<file path="config.mk">
export PLATFORM = sky130hd
export DESIGN_NAME = prio_enc_scan_hex_flat
export DESIGN_NICKNAME = d
export VERILOG_FILES = /design/src/rtl/prio_enc_scan_hex_if.sv /design/src/rtl/prio_enc_scan_hex.sv /design/src/flat_wrapper.sv
export SDC_FILE = /design/constraint.sdc
export NUM_CORES = 1
export LEC_CHECK = 0
export CORE_UTILIZATION = 35
export CTS_CLUSTER_SIZE = 12
export DETAILED_ROUTE_END_ITERATION = 8
export PLACE_DENSITY_LB_ADDON = 0.25
export SETUP_SLACK_MARGIN = 0.2
export SYNTH_ARGS = -nofsm -noshare
export SYNTH_HDL_FRONTEND = slang
export SYNTH_SLANG_ARGS = --single-unit
</file>
<file path="constraint.sdc">
create_clock -name clk -period 1.9 [get_ports clk]
set_input_delay 0.19 -clock clk [delete_from_list [all_inputs] [get_ports clk]]
set_output_delay 0.19 -clock clk [all_outputs]
set_load 0.1 [all_outputs]
</file>
<file path="src/rtl/prio_enc_scan_hex_if.sv">
// prio_enc_scan_hex_if: request/readout bundle for the priority encoder.
// Ports (signals):
//   x     request vector, bit i set = request i active
//   mode  0 = priority, 1 = scan
//   idx   encoded index (registered)
//   valid 1 when x was nonzero at the last edge (registered)
//   cnt   population count of x (registered)
//   hex0  seven-seg for idx[3:0]
//   hex1  seven-seg for the index bits above bit 3
//   hexv  seven-seg showing valid as 1/0
// master drives x/mode and reads the results; slave is the encoder.
interface prio_enc_scan_hex_if #(
  parameter int N     = 16,
  parameter int IDX_W = 4
);
  logic [N-1:0]     x;
  logic             mode;
  logic [IDX_W-1:0] idx;
  logic             valid;
  logic [IDX_W:0]   cnt;
  logic [6:0]       hex0;
  logic [6:0]       hex1;
  logic [6:0]       hexv;

  modport master (
    output x, mode,
    input  idx, valid, cnt, hex0, hex1, hexv
  );

  modport slave (
    input  x, mode,
    output idx, valid, cnt, hex0, hex1, hexv
  );
endinterface

</file>
<file path="src/rtl/prio_enc_scan_hex.sv">
// prio_enc_scan_hex: clocked priority encoder with a scan mode and
// seven-segment readout of the encoded index.
// Ports:
//   clk   system clock, rising edge
//   clrn  asynchronous active-low reset
//   bus   prio_enc_scan_hex_if.slave (x, mode in; idx, valid, cnt, hex0,
//         hex1, hexv out)
// Priority mode reports the highest set bit of x. Scan mode walks every set
// bit from low to high, holding each for DWELL cycles, then wraps.
module prio_enc_scan_hex #(
  parameter int N     = 16,
  parameter int IDX_W = 4,
  parameter int DWELL = 50000000
) (
  input logic                clk,
  input logic                clrn,
  prio_enc_scan_hex_if.slave bus
);

  localparam int DWELL_W = (DWELL > 1) ? $clog2(DWELL) : 1;
  localparam int CNT_W   = IDX_W + 1;
  localparam logic [DWELL_W-1:0] DWELL_LAST = DWELL_W'(DWELL - 1);

  typedef enum logic [1:0] {
    IDLE = 2'd0,
    PRIO = 2'd1,
    SCAN = 2'd2
  } state_t;

  state_t             state;
  logic [IDX_W-1:0]   idx_q;
  logic               valid_q;
  logic [CNT_W-1:0]   cnt_q;
  logic [DWELL_W-1:0] dwell_q;
  logic [3:0]         lo_nib;
  logic [3:0]         hi_nib;

  function automatic logic [IDX_W-1:0] highest_bit(input logic [N-1:0] v);
    highest_bit = '0;
    for (int i = 0; i < N; i++)
      if (v[i]) highest_bit = IDX_W'(i);
  endfunction

  function automatic logic [IDX_W-1:0] lowest_bit(input logic [N-1:0] v);
    lowest_bit = '0;
    for (int i = N - 1; i >= 0; i--)
      if (v[i]) lowest_bit = IDX_W'(i);
  endfunction

  // Lowest set bit strictly above cur; falls back to the lowest set bit
  // overall so the walk wraps around.
  function automatic logic [IDX_W-1:0] next_bit(input logic [N-1:0] v,
                                                input logic [IDX_W-1:0] cur);
    next_bit = lowest_bit(v);
    for (int i = N - 1; i >= 0; i--)
      if (v[i] && (i > int'(cur))) next_bit = IDX_W'(i);
  endfunction

  function automatic logic [CNT_W-1:0] popcount(input logic [N-1:0] v);
    popcount = '0;
    for (int i = 0; i < N; i++)
      popcount = popcount + CNT_W'(v[i]);
  endfunction

  // Active-low segments, bit order gfedcba.
  function automatic logic [6:0] seg7(input logic [3:0] d);
    case (d)
      4'h0: seg7 = 7'b1000000;
      4'h1: seg7 = 7'b1111001;
      4'h2: seg7 = 7'b0100100;
      4'h3: seg7 = 7'b0110000;
      4'h4: seg7 = 7'b0011001;
      4'h5: seg7 = 7'b0010010;
      4'h6: seg7 = 7'b0000010;
      4'h7: seg7 = 7'b1111000;
      4'h8: seg7 = 7'b0000000;
      4'h9: seg7 = 7'b0010000;
      4'hA: seg7 = 7'b0001000;
      4'hB: seg7 = 7'b0000011;
      4'hC: seg7 = 7'b1000110;
      4'hD: seg7 = 7'b0100001;
      4'hE: seg7 = 7'b0000110;
      default: seg7 = 7'b0001110;
    endcase
  endfunction

  // x == 0 always wins and parks the encoder in IDLE. Otherwise any entry
  // into SCAN starts at the lowest set bit with a fresh dwell count, and a
  // scan step happens either on dwell expiry or when the bit being shown
  // disappears; both together still give only one step.
  always_ff @(posedge clk or negedge clrn) begin
    if (!clrn) begin
      state   <= IDLE;
      idx_q   <= '0;
      valid_q <= 1'b0;
      cnt_q   <= '0;
      dwell_q <= '0;
    end else begin
      cnt_q <= popcount(bus.x);
      if (bus.x == '0) begin
        state   <= IDLE;
        idx_q   <= '0;
        valid_q <= 1'b0;
        dwell_q <= '0;
      end else begin
        valid_q <= 1'b1;
        case (state)
          SCAN: begin
            if (!bus.mode) begin
              state   <= PRIO;
              idx_q   <= highest_bit(bus.x);
              dwell_q <= '0;
            end else if (!bus.x[idx_q] || (dwell_q == DWELL_LAST)) begin
              idx_q   <= next_bit(bus.x, idx_q);
              dwell_q <= '0;
            end else begin
              dwell_q <= dwell_q + 1'b1;
            end
          end
          default: begin
            dwell_q <= '0;
            if (bus.mode) begin
              state <= SCAN;
              idx_q <= lowest_bit(bus.x);
            end else begin
              state <= PRIO;
              idx_q <= highest_bit(bus.x);
            end
          end
        endcase
      end
    end
  end

  // idx is already zero whenever valid is low, so blanking to 0 here only
  // makes that guarantee explicit at the display.
  assign lo_nib = valid_q ? 4'(idx_q) : 4'd0;
  assign hi_nib = valid_q ? 4'(idx_q >> 4) : 4'd0;

  assign bus.idx   = idx_q;
  assign bus.valid = valid_q;
  assign bus.cnt   = cnt_q;
  assign bus.hex0  = seg7(lo_nib);
  assign bus.hex1  = seg7(hi_nib);
  assign bus.hexv  = seg7({3'b000, valid_q});

endmodule

</file>
<file path="src/flat_wrapper.sv">
// flat-port wrapper written by rule: the top's interface ports become plain ports
module prio_enc_scan_hex_flat 
#(
  parameter int N     = 16,
  parameter int IDX_W = 4,
  parameter int DWELL = 50000000
)
  (clk, clrn, bus_x, bus_mode, bus_idx, bus_valid, bus_cnt, bus_hex0, bus_hex1, bus_hexv);
  prio_enc_scan_hex_if #(.N(N), .IDX_W(IDX_W)) bus_i ();
  input logic clk;
  input logic clrn;
  input wire logic [$bits(bus_i.x)-1:0] bus_x;
  input wire logic [$bits(bus_i.mode)-1:0] bus_mode;
  output wire logic [$bits(bus_i.idx)-1:0] bus_idx;
  output wire logic [$bits(bus_i.valid)-1:0] bus_valid;
  output wire logic [$bits(bus_i.cnt)-1:0] bus_cnt;
  output wire logic [$bits(bus_i.hex0)-1:0] bus_hex0;
  output wire logic [$bits(bus_i.hex1)-1:0] bus_hex1;
  output wire logic [$bits(bus_i.hexv)-1:0] bus_hexv;
  assign bus_i.x = bus_x;
  assign bus_i.mode = bus_mode;
  assign bus_idx = bus_i.idx;
  assign bus_valid = bus_i.valid;
  assign bus_cnt = bus_i.cnt;
  assign bus_hex0 = bus_i.hex0;
  assign bus_hex1 = bus_i.hex1;
  assign bus_hexv = bus_i.hexv;
  prio_enc_scan_hex #(.N(N), .IDX_W(IDX_W), .DWELL(DWELL)) u_core (.clk(clk), .clrn(clrn), .bus(bus_i));
endmodule
</file>
Yosys cells after proc, flatten, opt, wreduce, memory -nomap -nowiden
Memory sizes are Yosys's and may differ from the RTL's.
Cells that the tools add are included.
Word-level totals
  output and inout port bits: 31
  memories: 2
  logic and storage cells: 126
  flip-flop bits (word level): 38
  bits in read-only memories: 224
Memory list
  (name not given): words 16, width 7, rd ports 1, clocked after memory_dff 0, wr ports 0, RTL line prio_enc_scan_hex.sv:67  | case (d)
  (name not given): words 16, width 7, rd ports 1, clocked after memory_dff 0, wr ports 0, RTL line prio_enc_scan_hex.sv:67
Cells by class
  reductions and logical operators: 18
  order comparisons: 16
  bitwise logic cells: 1
  add/subtract/negate cells: 16
  equal/unequal tests: 4
  mux-type cells: 64
Operators with widths (number)
  $mux 4: 48
  $mux 26: 4
  $add 5x1->5: 14
  $gt 4x4->1 const A: 8
  $add 26x1->26 const B: 1
  $eq 26x26->1 const B: 1
  $gt 3x4->1 const A: 4
  $logic_not 16->1: 1
  $logic_and 1x1->1: 15
  $pmux 7 s2: 1
  $mux 2: 6
  $gt 2x4->1 const A: 2
  $lt 4x5->1 const B: 1
  $bmux 1 s4: 1
  $gt 1x4->1 const A: 1
  $ne 4x2->1 const B: 1
  $mux 1: 3
  $mux 3: 1
  $ne 3x2->1 const B: 1
  $add 1x1->2: 1
  $eq 2x2->1 const B: 1
  $logic_not 1->1: 1
  $logic_or 1x1->1: 1
  $not 1->1: 1

Logic depth before layout (Yosys ltp)
  word-level depth: 35
  depth in mapped cells: 13
  mapped depth without buffers: 12

Worst setup path before layout
Ideal clock, no wire load.
  kind: reg-to-output
  start point: reg u_core.idx_q[3] (netlist: u_core.bus.idx[3])
  end point: out bus_hex0[6]
  required time: 1.710 ns
  path slack: -3.282 ns
  arrival time: 4.992 ns
  cell stages (with the launch flop): 5
  path buffers: 3
  cell sequence: dfrtp_1 -> buf_2 -> clkbuf_1 -> buf_1 -> o311ai_0
On the way
  longest elaborated chain between the ends: 2
Ends and longest elaborated chain
  start: declaration: RTL line prio_enc_scan_hex.sv:31  | logic [IDX_W-1:0] idx_q;
  start signal: assignment: RTL line prio_enc_scan_hex.sv:111  | idx_q <= highest_bit(bus.x);
  start signal: assignment: RTL line prio_enc_scan_hex.sv:114  | idx_q <= next_bit(bus.x, idx_q);
  start signal: assignment: RTL line prio_enc_scan_hex.sv:124  | idx_q <= lowest_bit(bus.x);
  $mux 4: RTL line prio_enc_scan_hex.sv:137  | assign lo_nib = valid_q ? 4'(idx_q) : 4'd0;
  $mem_v2 16x7
  end: declaration: RTL line flat_wrapper.sv:17  | output wire logic [$bits(bus_i.hex0)-1:0] bus_hex0;
Every way passes these cells.

Worst setup path in the final report
  start point: in bus_x[1]
  end point: reg u_core.cnt_q[4] (netlist: u_core.bus.cnt[4])
On the way
  longest elaborated chain between the ends: 15
Ends and longest elaborated chain
  start: declaration: RTL line flat_wrapper.sv:12  | input wire logic [$bits(bus_i.x)-1:0] bus_x;
  $add 1x1->2: RTL line prio_enc_scan_hex.sv:62  | popcount = popcount + CNT_W'(v[i]);
  $add 5x1->5 (14 in a row): RTL line prio_enc_scan_hex.sv:62
  end signal: assignment: RTL line prio_enc_scan_hex.sv:99  | cnt_q <= popcount(bus.x);
  end: declaration: RTL line prio_enc_scan_hex.sv:33  | logic [CNT_W-1:0] cnt_q;
Every way passes these cells.
A chain may end at the register's enable or synchronous reset.

==> results.yml <==
global_routing:
  busiest_layer: "met2"
  met1_usage_pct: 26.6
  gr-total-overflow: 0
  gr-usage-met2_pct: 36.3
  grt_use_total_pct: 21.0
  grt_pass1_vias: 3515
  grt_antenna_before_repair: 0
  grt_pass1_wl_um: 16700
  grt_start_max_net_pins: 39
  gr-usage-met3_pct: 2.58
routing:
  antenna_left: 0
  num_vias: 3391
  first_pass_iters: 4
  wire_per_inst_um: 15.3
  wl_um: 10200
  drc: 0
  routed_via_density: 5.11
  drtIter0Drc: 189
power_and_ir_drop:
  finalPower_mw: 4.75
  vdd_drop_max_uv: 653
  p_leak_nw: 2.40
  p_per_area_nw_per_um2: 867
critical_path:
  worstPathMaxFanout: 2
  worstPathCellList: "buf_8 -> inv_4 -> ha_4 -> inv_2 -> fa_1 -> fa_1 -> fa_1 -> fa_1 -> inv_2 -> fa_2 -> fa_2 -> a21oi_2 -> nor2b_1"
  cp-start-kind: "input port"
  critPathMaxStageDelay_ns: 0.53
  worstPathRequired_ns: 2.08
  arrival_ns: 3.41
  critPathKind: "in -> reg"
  cp_slowest_cell: "fa_1"
  cp_common_cell: "fa_1"
  cp_top_family: "adder cells"
  end_kind: "flop"
  cp_num_buf_inv: 4
die:
  die_h_um: 100
  fp.dieW_um: 100
  pin_count: 50
  coreArea_um2: 9330
  initial_core_util_pct: 36.4
  row_count: 35
  dieArea_um2: 10100
yosys:
  synth-seq-cells: 38
  synth_xor_area_share_pct: 6.71
  synth.distinct_cells: 71
  ys_warn_count: 0
  synth_compound_area_share_pct: 17.9
  synthMuxAreaShare_pct: 3.80
  ys_async_sr_fraction_pct: 100
  synth_top_flop_cell: "dfrtp_1"
  syn_area_um2: 3390
  yosys-top-cells-area: "dfrtp_1 (28%), nor2_1 (6.2%), fa_1 (5.9%)"
  synthSimpleGateAreaFrac_pct: 21.7
  synth.avg_cell_area_um2: 8.46
  synthCells: 401
  synth_top_family_by_area: "simple AND/OR/NAND/NOR gates"
  synth_commonest_cells: "nor2_1 (56), dfrtp_1 (38), inv_1 (32), nand2_1 (32), xor2_1 (20)"
  yosys.area.top_type: "dfrtp_1"
  synth_edf_count: 0
  yosysSeqAreaShare_pct: 28.0
  synth_most_common_cell: "nor2_1"
  synth_adder_area_share_pct: 11.1
  synth_top_area_share_pct: 28.0
clocking:
  tritoncts: "built"
  ctsHoldBuffers: 0
  clk_pin_slew_ns: 0.09
  clock_sinks: 38
  cts_made_buffers: 5
  h-tree-depth: 2
  cts_max_path_buffers: 2
  clock_latency_ns: 0.30
  cts_root_buffer: "clkbuf_8"
sta:
  drv_slew: 0
  final.period_utilization_pct: 170
  skew_ns: 0.0127
  finalSetupViolCount: 40
  fin_crit_ns: 3.23
  fmax_mhz: 309
  fin_ws_ns: -1.33
  timing.hold.ws_ns: -0.0158
  worstMarginPinSlew_ns: 0.841
  tns_ns: -11.63
  hold_viol: 8
  relSlewSlack_pct: 44.0
  rsz0062_at_grt: "true"
status:
  failed_checks: "hold timing, setup timing"
  status: "finished with violations"
layout:
  design_area_um2: 5480
  nets: 577
  antenna_cells: 0
  area_delta_synth_final_pct: 61.6
  finish.utilization_pct: 58.8
  stdcell_count: 664
  drive_gt1_share_pct: 45.4
min_path:
  hold_class: "in -> async"
place:
  dp_slack_ns: -2.15
  dpl_cell_area_um2: 4780
  portBuffers: 39
  place_inst: 634
  gp_congestion: 0.959
  dp_hpwl_um: 7660
flow_run:
  cap_violations: 0
## cells in the final DEF (no fill, tap or decap), types with 14 or more instances in the layout
master	netlist	layout
inv_1	32	20
buf_12	0	16
buf_4	15	93
buf_6	3	23
xor2_1	20	20
nor2_1	56	26
a21oi_1	18	14
nor2_2	1	25
nand2_1	32	27
dfrtp_1	38	33
## area by class of cell
cell class                 count  area, um2
fill                         821       3840
tap                          129        161
sequential                    38        970
multi-input combinational    304       2590
inverter                      33        136
clock inverter                 3       68.8
clock buffer                   5       68.8
timing repair buffer         152       1490
## registers in the layout, indices dropped and copies added (netlist names)
signal            flops
u_core.bus.cnt        5
u_core.bus.idx        4
u_core.bus.valid      1
u_core.dwell_q       26
u_core.state          2
## layer usage
layer / part of all wire [%] / up-vias
li1: - / 1643
met1: 44 / 1638
met2: 50 / 92
met3: 3.9 / 18
met4: 2.3 / 0
met5: 0 / -
## kinds of logic (layout without fill, tap and decap cells)
kind of cell,Yosys count,count (layout)
buf+inv,68,193
fa+ha+maj,24,24
mux,9,9
xor+xnor,26,26
flops,38,38
simple gates,150,151
compound gates,84,84
other cells,2,10
## power breakdown
group	internal [mW]	total, mW	leakage, nW	switching [mW]
sequential	0.887	0.928	0.499	0.0414
combinational	1.18	2.99	1.83	1.82
clock	0.526	0.831	0.0683	0.304
## final timing paths
path / cells after the start / slack, ns / end / start
setup reg to reg: 8 / -0.25 / u_core.bus.idx[0] / u_core.bus.idx[1]
setup / recovery: 13 / -1.33 / u_core.bus.cnt[4] / bus_x[1]
hold / removal: 1 / -0.02 / u_core.dwell_q[20] / clrn
max in group asynchronous: 1 / 1.28 / u_core.bus.valid / clrn
min in group clk: 1 / 0.52 / u_core.dwell_q[0] / u_core.dwell_q[0]
hold reg to reg: 1 / 0.52 / u_core.dwell_q[0] / u_core.dwell_q[0]
## repair_timing
item / in CTS / in global routing
setup buffers: 15 / 4
cloned: 3 / 0
pin swaps: 31 / 20
gates resized for setup: 100 / 23
setup endpoints to repair: 44 / 43
Power figures use the tool's default switching activity.
